$ cat src/rtl/pulse_train_gen.sv
// Per-channel square-wave pulse train generator with programmable half-period and period count.
// Latency: first toggle hp cycles after the start edge; out/busy/done are registered.
// Backpressure: none; start is ignored while running, stop aborts on the next edge.
module pulse_train_gen #(
   parameter int   NUM_CH     = 4,
   parameter int   CNT_W      = 32,
   parameter logic IDLE_LEVEL = 1'b0
) (
   input  logic                      clk,
   input  logic                      reset,
   input  logic [NUM_CH-1:0]         start,
   input  logic [NUM_CH-1:0]         stop,
   input  logic [NUM_CH*CNT_W-1:0]   half_period,
   input  logic [NUM_CH*CNT_W-1:0]   pulse_count,
   output logic [NUM_CH-1:0]         out,
   output logic [NUM_CH-1:0]         busy,
   output logic [NUM_CH-1:0]         done
);

   // bit 0 doubles as busy, bit 1 as done
   typedef enum logic [1:0] {
      S_IDLE = 2'b00,
      S_RUN  = 2'b01,
      S_DONE = 2'b10
   } state_t;

   for (genvar i = 0; i < NUM_CH; i++) begin : g_ch
      state_t           state_q, state_d;
      logic [CNT_W-1:0] hp_q, hp_d;
      logic [CNT_W-1:0] phase_q, phase_d;
      logic [CNT_W:0]   edges_q, edges_d;
      logic             out_q, out_d;
      logic [CNT_W-1:0] hp_raw;
      logic [CNT_W-1:0] hp_cfg;

      // a programmed half-period of 0 would never reload sensibly, so run it as 1
      assign hp_raw = half_period[i*CNT_W +: CNT_W];
      assign hp_cfg = (hp_raw == '0) ? CNT_W'(1) : hp_raw;

      // channel state register; reset abandons any train without flagging done
      always_ff @(posedge clk or negedge reset) begin
         if (!reset) begin
            state_q <= S_IDLE;
            hp_q    <= '0;
            phase_q <= '0;
            edges_q <= '0;
            out_q   <= IDLE_LEVEL;
         end else begin
            state_q <= state_d;
            hp_q    <= hp_d;
            phase_q <= phase_d;
            edges_q <= edges_d;
            out_q   <= out_d;
         end
      end

      // next-state: stop dominates everything, start only acts outside RUN
      always_comb begin
         state_d = state_q;
         hp_d    = hp_q;
         phase_d = phase_q;
         edges_d = edges_q;
         out_d   = out_q;
         case (state_q)
            S_RUN: begin
               if (stop[i]) begin
                  state_d = S_IDLE;
                  hp_d    = '0;
                  phase_d = '0;
                  edges_d = '0;
                  out_d   = IDLE_LEVEL;
               end else if (phase_q == '0) begin
                  phase_d = hp_q - CNT_W'(1);
                  if (edges_q == (CNT_W+1)'(1)) begin
                     // last toggle of an even count lands back on the idle level
                     state_d = S_DONE;
                     phase_d = '0;
                     edges_d = '0;
                     out_d   = IDLE_LEVEL;
                  end else begin
                     out_d = ~out_q;
                     // edges_left of 0 means continuous: never count down
                     if (edges_q != '0) begin
                        edges_d = edges_q - (CNT_W+1)'(1);
                     end
                  end
               end else begin
                  phase_d = phase_q - CNT_W'(1);
               end
            end
            default: begin
               if (stop[i]) begin
                  state_d = S_IDLE;
                  hp_d    = '0;
                  phase_d = '0;
                  edges_d = '0;
                  out_d   = IDLE_LEVEL;
               end else if (start[i]) begin
                  state_d = S_RUN;
                  hp_d    = hp_cfg;
                  phase_d = hp_cfg - CNT_W'(1);
                  edges_d = {pulse_count[i*CNT_W +: CNT_W], 1'b0};
                  out_d   = IDLE_LEVEL;
               end
            end
         endcase
      end

      assign out[i]  = out_q;
      assign busy[i] = state_q[0];
      assign done[i] = state_q[1];
   end

endmodule

$ cat config.mk
export PLATFORM = sky130hd
export DESIGN_NAME = pulse_train_gen
export DESIGN_NICKNAME = d
export VERILOG_FILES = /design/src/rtl/pulse_train_gen.sv
export SDC_FILE = /design/constraint.sdc
export NUM_CORES = 1
export LEC_CHECK = 0
export CORE_ASPECT_RATIO = 1.75
export CORE_UTILIZATION = 55
export CTS_BUF_LIST = sky130_fd_sc_hd__clkbuf_8
export CTS_CLUSTER_SIZE = 24
export DETAILED_ROUTE_END_ITERATION = 12
export DONT_BUFFER_PORTS = 1
export MAX_ROUTING_LAYER = met4
export PLACE_DENSITY = 0.7
export SETUP_SLACK_MARGIN = 0.2
export SYNTH_ARGS = -nofsm -noshare
export SYNTH_HDL_FRONTEND = slang
export SYNTH_SLANG_ARGS = --single-unit
$ cat constraint.sdc
create_clock -name clk -period 5.1 [get_ports clk]
set_input_delay 1.02 -clock clk [delete_from_list [all_inputs] [get_ports clk]]
set_output_delay 1.02 -clock clk [all_outputs]
set_load 0.005 [all_outputs]
### Yosys cells after proc, flatten, opt, wreduce, memory -nomap -nowiden

Cells that the tools add are included.

| word-level totals | value |
|---|---|
| output and inout bits | 12 |
| register bits | 400 |

| operators by class | value |
|---|---|
| multiplexer cells | 120 |
| $add $sub $neg | 16 |
| reduce and logical (&&, ||, !) cells | 36 |
| bitwise gates (word level) | 4 |
| equal/unequal tests | 24 |

Operator list:

| cell | number |
|---|---|
| 2-to-1 mux 32 bit | 44 |
| 2-to-1 mux 33 bit | 28 |
| subtractor 32 x 1 -> 32 bit (second input constant) | 12 |
| zero test 32 bit | 8 |
| == test 33 x 1 -> 1 bit (second input constant) | 4 |
| nonzero test 33 bit | 4 |
| subtractor 33 x 1 -> 33 bit (second input constant) | 4 |
| 2-to-1 mux 2 bit | 24 |
| 2-to-1 mux 1 bit | 24 |
| inequality test 3 bit (second input constant) | 8 |
| AND reduction 3 bit | 8 |
| inequality test 4 bit (second input constant) | 4 |
| AND reduction 2 bit | 8 |
| nonzero test 3 bit | 4 |
| == test 2 x 1 -> 1 bit (second input constant) | 4 |
| inequality test 2 bit (second input constant) | 4 |
| nonzero test 2 bit | 4 |
| inverter 1 bit | 4 |

### Logic depth before layout (Yosys ltp)

Gate-level depths: netlist of the first run.

| logic depth | value |
|---|---|
| word-level depth | 6 |
| depth in mapped cells | 14 |

### Least setup slack after synthesis of the first run

No wires, ideal clock.

| timing | value |
|---|---|
| path kind | input -> register |
| from | input port half_period[26] |
| to | register g_ch[0].phase_q[24] |
| setup slack | 850 ps |
| stages on the path | 13 |
| required time | 4974 ps |
| arrival | 4124 ps |
| cell sequence | clkbuf_1 -> nor4_1 -> nor4bb_1 -> a31oi_1 -> ha_1 -> or4b_2 -> clkbuf_1 -> nor3_1 -> nand2_1 -> or4_1 -> xor2_1 -> o22ai_1 -> a221o_1 |

| between the ends | value |
|---|---|
| word-level cells in the longest chain between the ends | 6 |

RTL lines:

| what | RTL line | RTL |
|---|---|---|
| start: declaration | 13 | `input logic [NUM_CH*CNT_W-1:0] half_period,` |
| zero test 32 bit | 38 | `assign hp_cfg = (hp_raw == '0) ? CNT_W'(1) : hp_raw;` |
| 2-to-1 mux 32 bit | 38 |  |
| subtractor 32 x 1 -> 32 bit | 101 | `phase_d = hp_cfg - CNT_W'(1);` |
| 2-to-1 mux 32 bit | 98 | `end else if (start[i]) begin` |
| 2-to-1 mux 32 bit | 92 | `if (stop[i]) begin` |
| 2-to-1 mux 32 bit | 64 | `case (state_q)` |
| end signal: assignment | 51 | `phase_q <= phase_d;` |
| end: declaration | 30 | `logic [CNT_W-1:0] phase_q, phase_d;` |

Every way passes these cells. The select of a mux whose other input is x is not followed.
A chain may end at the register's enable or synchronous reset.

### Final worst setup path of the first run

| timing | value |
|---|---|
| from | input port half_period[22] |
| to | register g_ch[0].phase_q[24] |

| between the ends | value |
|---|---|
| word-level cells in the longest chain between the ends | 6 |

RTL lines:

| what | RTL line |
|---|---|
| zero test 32 bit | 38 |
| 2-to-1 mux 32 bit (*) | 38 |
| subtractor 32 x 1 -> 32 bit (*) | 101 |
| 2-to-1 mux 32 bit (*) | 98 |
| 2-to-1 mux 32 bit (*) | 92 |
| 2-to-1 mux 32 bit (*) | 64 |

Every way passes the cells marked *; elsewhere a longest branch is shown, timed or not. The select of a mux whose other input is x is not followed.

==> results.md, run 1 <==
* Top Usage Layer GRT: met2
* Final setup viols at 0
* Slowest CP cell: or4b_2
* Die X at 167 microns
* LEAKAGE at 11.3 nW
* Max-slew violation count at 228
* Crit-path max FO at 6
* P_int at 0.00660 W
* Pre-CTS setup slack at 0.329 ns
* Total track usage at 0.359
* Largest net degree at the start of global routing at 401
* CP Cell Sequence: or4_1 -> nor4bb_1 -> buf_4 -> a31oi_1 -> ha_1 -> or4b_2 -> nor3_1 -> nand2_1 -> or4_1 -> xor2_1 -> o22ai_1 -> a221o_1
* Least-Margin Pin Slew at 2.14 ns
* Vias at 25700
* Die height at 292 microns
* CP top delay family: simple AND/OR/NAND/NOR gates
* Failing checks: slew limit
* Iteration-0 DRC Markers at 1898
* Commonest cells after routing, fill and taps aside: dfrtp_1 (400), o21ai_0 (304), nor2_1 (302)
* Peak VDD IR at 0.000252 V
* TritonCTS clock tree: built
* Gr ovfl total at 0
* Flop pwr share at 0.406
* Drt pass-1 iters at 5
* Met3 usage at 0.0785
* Grt met2 use at 0.617
* # fillers at 4232
* DR WL/cell at 22.8 microns
* CTS buffer count at 68
* Synth Area in Compound Gates at 0.232
* Sequential area share after synthesis at 0.380
* Worst r2r dst: g_ch[3].phase_q[8]
* Largest family of logic cells by synthesized area: simple AND/OR/NAND/NOR gates
* Post-Synth Adder-Cell Area at 0.0114
* Synth Area in XOR/XNOR at 0.0874
* Mux cell area share after synthesis at 0.00157
* Met1 Use GR at 0.381
* Vias per cell at 6.82
* Share of layout cells above drive strength 1 at 0.0640
* Clock Tree Root: clkbuf_8
* Synth Warn # at 0
* Final Hold Fails at 0
* Post-DRT Antenna Nets at 0
* Sw frac at 0.382
* Clock slew seen by the registers of the worst setup and hold paths at 0.07 ns
* Yosys cell types at 78
* Clk_lat worst skew at 0.64 ns
* Crit path kind: in -> reg
* Synth async-reset ratio at 1.00
* Worst reg-to-reg setup slack at 1.26 ns
* Clock Tree Buf Depth at 3
* Fin crit share at 0.814
* Worst setup margin at 0.949 ns
* Average size of a mapped cell at 8.32 sq um
* Post-Route WL at 85.9 mm
* #FFs+latches synth at 400
* Post-synth EDFFs at 0
* PD cells at 377 nW/um^2
* Clock Sinks at 400
* H-tree Lvls at 3
* Final setup TNS at 0 ns
* Post-Syn Area at 26400 sq um
* Synth-to-Final Area Change at 7.43%
* Primary flip-flop cell chosen by synthesis mapping: dfrtp_1
* CP bufs+invs at 1
* Hold/Removal Path Class: in -> async
* Combinational fraction of design power at 0.311
* Fin nets at 3422
* Setup crit end kind: flip-flop
* Most common cell after layout, fill and taps aside: dfrtp_1
* CP Launch Point: half_period[22]
* WP data arrival at 4.68 ns
* Rows at 105
* CP most frequent cell: or4_1
* Startpoint types: input port
* Unrepaired setup endpoints after global routing: false
* Slew Limit Headroom at -0.426
* Syn nets at 3458
* First-pass GRT wire length at 136 mm
* R2r startpoint: g_ch[3].phase_q[24]
* Max-cap violation count at 0
* Antenna violations before repair at 11
* Fin crit period at 4.15 ns
* Syn Inst Count at 3168
* Final GP Congestion at 0.948
* Vias in the first global route at 25300
* CP required at 5.62 ns
* Hold buffers post-CTS at 0
* R2R cell count at 7
* Final Skew at 0.0625 ns
* Initial Utilization at 0.560
* Clock power frac at 0.282
* Peak per-stage delay on the critical path at 0.70 ns
* Die ar. at 48800 sq um
* Io pins at 278
* Post-CTS Setup Inserts at 0
* Fmax at 241 MHz
* Status: finished with violations
* Final core occ at 0.602
* DRC viols at 0
* Dpl hpwl at 62.3 mm
* Core box area at 47000 sq um
* PortBufs at 0
* Net Switching at 0.00408 W
* Simple-Gate Fraction of Synth Area at 0.254
* Post-cts sizing count at 0
power by group through the flow:
stage               Sequential, W  Combinational (W)  Clock (W)
floorplan                 0.00419            0.00252          0
finish                    0.00434            0.00332    0.00301
detailed placement        0.00436            0.00327          0
CTS                       0.00432            0.00328    0.00307
global route              0.00442            0.00366    0.00319
global placement          0.00434            0.00319          0
layout make-up:
cell class	instances	area [sq um]	area share
antenna	11	27.5	0.000972
clock buffer	91	1250	0.0442
clock inverter	20	114	0.00402
inverter	60	225	0.00795
multi-input combinational	2547	15500	0.549
sequential	400	10000	0.354
tap	588	736	0.0260
timing repair buffer	55	413	0.0146
cells in the mapped netlist, drive strengths merged, types with 15 or more instances:
cell type / count / share of area
xnor2: 150 / 0.050
xor2: 113 / 0.038
or3: 74 / 0.018
inv: 60 / 0.0085
or2: 20 / 0.0047
and3: 16 / 0.0038
nand2b: 23 / 0.0055
or4: 78 / 0.023
nor3b: 21 / 0.0062
a221o: 15 / 0.0057
o211ai: 24 / 0.0068
ha: 24 / 0.011
o31ai: 16 / 0.0046
o21ai: 311 / 0.059
buf: 18 / 0.0044
a21oi: 186 / 0.036
a22oi: 29 / 0.0083
a32oi: 24 / 0.0080
o22ai: 18 / 0.0043
dfrtp: 400 / 0.38
a31oi: 37 / 0.0088
a221oi: 15 / 0.0050
nand2: 282 / 0.040
nor2: 306 / 0.044
nor4: 146 / 0.035
clkbuf: 143 / 0.020
nor3: 195 / 0.037
nand4: 34 / 0.0081
nand3: 71 / 0.013
a22o: 128 / 0.043
cells by family (layout without fill, tap and decap cells):
kind of cell               after synthesis  after routing
adders and majority gates               24             24
muxes                                    4              4
and+or+nand+nor                       1321           1321
DFF                                    400            400
xor gates and xnor gates               263            263
other                                    0             11
AOI/OAI and AO/OA                      935            935
buffers and inverters                  221            226
routing by layer:
| layer | routed length [microns] | share of wire |
|---|---|---|
| met5 | 0 | 0 |
| met4 | 4630 | 0.054 |
| met3 | 7170 | 0.084 |
| met2 | 43500 | 0.51 |
| met1 | 30600 | 0.36 |
state kept, by name, indices dropped and copies added, names as in the netlist:
register      cells
g_ch.edges_q    132
g_ch.out_q        4
g_ch.hp_q       128
g_ch.phase_q    128
g_ch.state_q      8
how the worst max path moves through the flow:
stage                                     end  slack [ns]  depth (start not counted)
after CTS                 g_ch[0].phase_q[24]         1.0                         12
after floorplan           g_ch[0].phase_q[24]        0.85                         13
after global routing      g_ch[0].phase_q[24]        0.75                         12
after global placement    g_ch[0].phase_q[24]        0.43                         12
final                     g_ch[0].phase_q[24]        0.95                         12
after detailed placement  g_ch[0].phase_q[24]        0.33                         12
stage by stage:
| stage | instance area [sq um] | hold WS (ns) | power (W) | std cells |
|---|---|---|---|---|
| 2_1_floorplan | 26400 | 0.440 | 0.00671 | 3168 |
| 3_3_place_gp | 26900 | 0.464 | 0.00753 | 3650 |
| 3_5_place_dp | 26900 | 0.477 | 0.00763 | 3650 |
| 4_1_cts | 28300 | 0.0533 | 0.0107 | 3761 |
| 5_1_grt | 28300 | 0.0737 | 0.0113 | 3772 |
| 6_report | 28300 | 0.0861 | 0.0107 | 3772 |
No activity file was read; power rests on OpenSTA's default activity.
==> run 2: changes to the inputs <==
clock period = 4 ns   (was 5.1 ns; I/O delays follow)
==> run 2 against run 1 <==
  * The flow finishes with violations (hold timing)
  * First-iteration DRC count is 1.3% higher
  * Non-clock buffer count rose by 60
  * Clock skew down 0.023 ns
  * Final cell count increased by 1.8%
  * Sequential power rose by 27%
  * Worst setup slack got worse by 0.46 ns
  * Global-route usage grew 0.41 points
==> results.md, run 2 (synthesized netlist as in run 1, its figures left out) <==
* Status: finished with violations
* Failing checks: hold timing
* CP most frequent cell: nor2_1
* Core box area at 47000 sq um
* Most common cell after layout, fill and taps aside: dfrtp_1
* Io pins at 278
* Vias per cell at 6.74
* Setup crit end kind: flip-flop
* Final setup viols at 0
* Unrepaired setup endpoints after global routing: false
* Share of layout cells above drive strength 1 at 0.0811
* Final Hold Fails at 146
* Layout Cells excl Fill at 3839
* Clk_lat worst skew at 0.66 ns
* Grt met2 use at 0.621
* Pwr Total at 0.0135 W
* Crit path kind: in -> reg
* Flop pwr share at 0.409
* Largest net degree at the start of global routing at 401
* Final GP Congestion at 0.955
* P_int at 0.00829 W
* H-tree Lvls at 3
* Met1 Use GR at 0.385
* Vias at 25900
* DR WL/cell at 22.6 microns
* CP Cell Sequence: nor2_1 -> and3_1 -> nand3_1 -> nor2_1 -> nor2_1 -> ha_1 -> nor3b_1 -> nand3_1 -> or3_1 -> nor3b_1 -> xor2_1 -> a22oi_1 -> o311ai_0
* Reg with most FFs: g_ch.edges_q
* Clock Sinks at 400
* Final setup TNS at 0 ns
* Peak per-stage delay on the critical path at 0.71 ns
* TritonCTS clock tree: built
* DRC viols at 0
* Gr ovfl total at 0
* Fin crit period at 3.52 ns
* Hold Slack at -0.157 ns
* Iteration-0 DRC Markers at 1923
* Vias in the first global route at 26000
* WP data arrival at 4.01 ns
* R2R cell count at 8
* Rows at 105
* Placed instance count at 3710
* Slowest CP cell: nor3b_1
* Fmax at 284 MHz
* Net Switching at 0.00524 W
* Clock Tree Buf Depth at 3
* Crit-path max FO at 8
* Fin crit share at 0.879
* Die height at 292 microns
* Post-cts sizing count at 0
* Largest register FFs at 132
* Die ar. at 48800 sq um
* Max-slew violation count at 0
* Met3 usage at 0.0804
* Clock Tree Root: clkbuf_8
* Peak VDD IR at 0.000325 V
* Max-cap violation count at 0
* PD cells at 472 nW/um^2
* Fin nets at 3480
* Startpoint types: input port
* Dpl hpwl at 63.4 mm
* CP required at 4.49 ns
* Post-DRT Antenna Nets at 0
* Final core occ at 0.610
* Synth-to-Final Area Change at 8.85%
* Top Usage Layer GRT: met2
* Commonest cells after routing, fill and taps aside: dfrtp_1 (400), o21ai_0 (304), nor2_1 (302)
* Clock power frac at 0.270
* Sw frac at 0.387
* PortBufs at 0
* LEAKAGE at 11.6 nW
* Drt pass-1 iters at 6
* Slew Limit Headroom at 0.0926
* Clock slew seen by the registers of the worst setup and hold paths at 0.07 ns
* Post-Route WL at 86.7 mm
* Biggest registers after layout: g_ch.edges_q (132), g_ch.hp_q (128), g_ch.phase_q (128)
* First-pass GRT wire length at 137 mm
* Combinational fraction of design power at 0.321
* # fillers at 4261
* Final Skew at 0.0390 ns
* Antenna violations before repair at 18
* Die X at 167 microns
* Least-Margin Pin Slew at 1.36 ns
* CTS buffer count at 66
* Total track usage at 0.363
* Hold/Removal Path Class: in -> async
* Initial Utilization at 0.560
==> run 2: critical path: cells and delay by family <==
family / cells / cell delay [ns]
AO/OA/AOI/OAI: 2 / 0.34
XOR/XNOR: 1 / 0.12
adder cells (fa/ha/maj): 1 / 0.24
AND/OR/NAND/NOR: 9 / 2.50
==> run 2: power groups by stage <==
stage	registers, W	clock network (W)	logic [W]
global placement	0.00553	0	0.00418
global route	0.00563	0.00388	0.00480
finish	0.00553	0.00365	0.00435
detailed placement	0.00557	0	0.00428
floorplan	0.00534	0	0.00321
CTS	0.00550	0.00372	0.00430
==> run 2: routing by layer <==
metal	part of all wire	routed length, microns	vias up
li1	-	-	12000
met1	0.36	31400	12500
met2	0.51	44100	1107
met3	0.078	6720	282
met4	0.052	4480	0
met5	0	0	-
==> run 2: worst paths after layout <==
check / start / to / slack [ns]
max: half_period[126] / g_ch[3].phase_q[30] / 0.48
min: reset / g_ch[2].edges_q[24] / -0.16
max reg2reg: g_ch[3].phase_q[25] / g_ch[3].phase_q[19] / 0.51
min reg2reg: g_ch[0].phase_q[30] / g_ch[0].phase_q[30] / 0.49
max in group asynchronous: reset / g_ch[1].edges_q[26] / 3.03
min in group clk: half_period[18] / g_ch[0].hp_q[18] / 0.28
==> run 2: metrics by stage <==
stage | instance area (sq um) | setup WS, ns
2_1_floorplan | 26400 | 0.106
6_report | 28700 | 0.485
3_3_place_gp | 27400 | -0.0156
4_1_cts | 28600 | 0.507
3_5_place_dp | 27400 | -0.139
5_1_grt | 28700 | 0.201
==> run 2: cell type report <==
type / instances / area [sq um] / area share
diodes: 19 / 47.5 / 0.00166
multi-input cells: 2547 / 15500 / 0.542
clock buffers: 80 / 1100 / 0.0384
repair buffers: 115 / 863 / 0.0301
flip-flops and latches: 400 / 10000 / 0.349
clock inverters: 30 / 163 / 0.00567
well taps: 588 / 736 / 0.0256
inverters: 60 / 225 / 0.00785
==> run 2: repair_timing <==
action,CTS,global route
hold endpoints to repair,400,400
buffers inserted,0,0
setup endpoints to repair,0,0
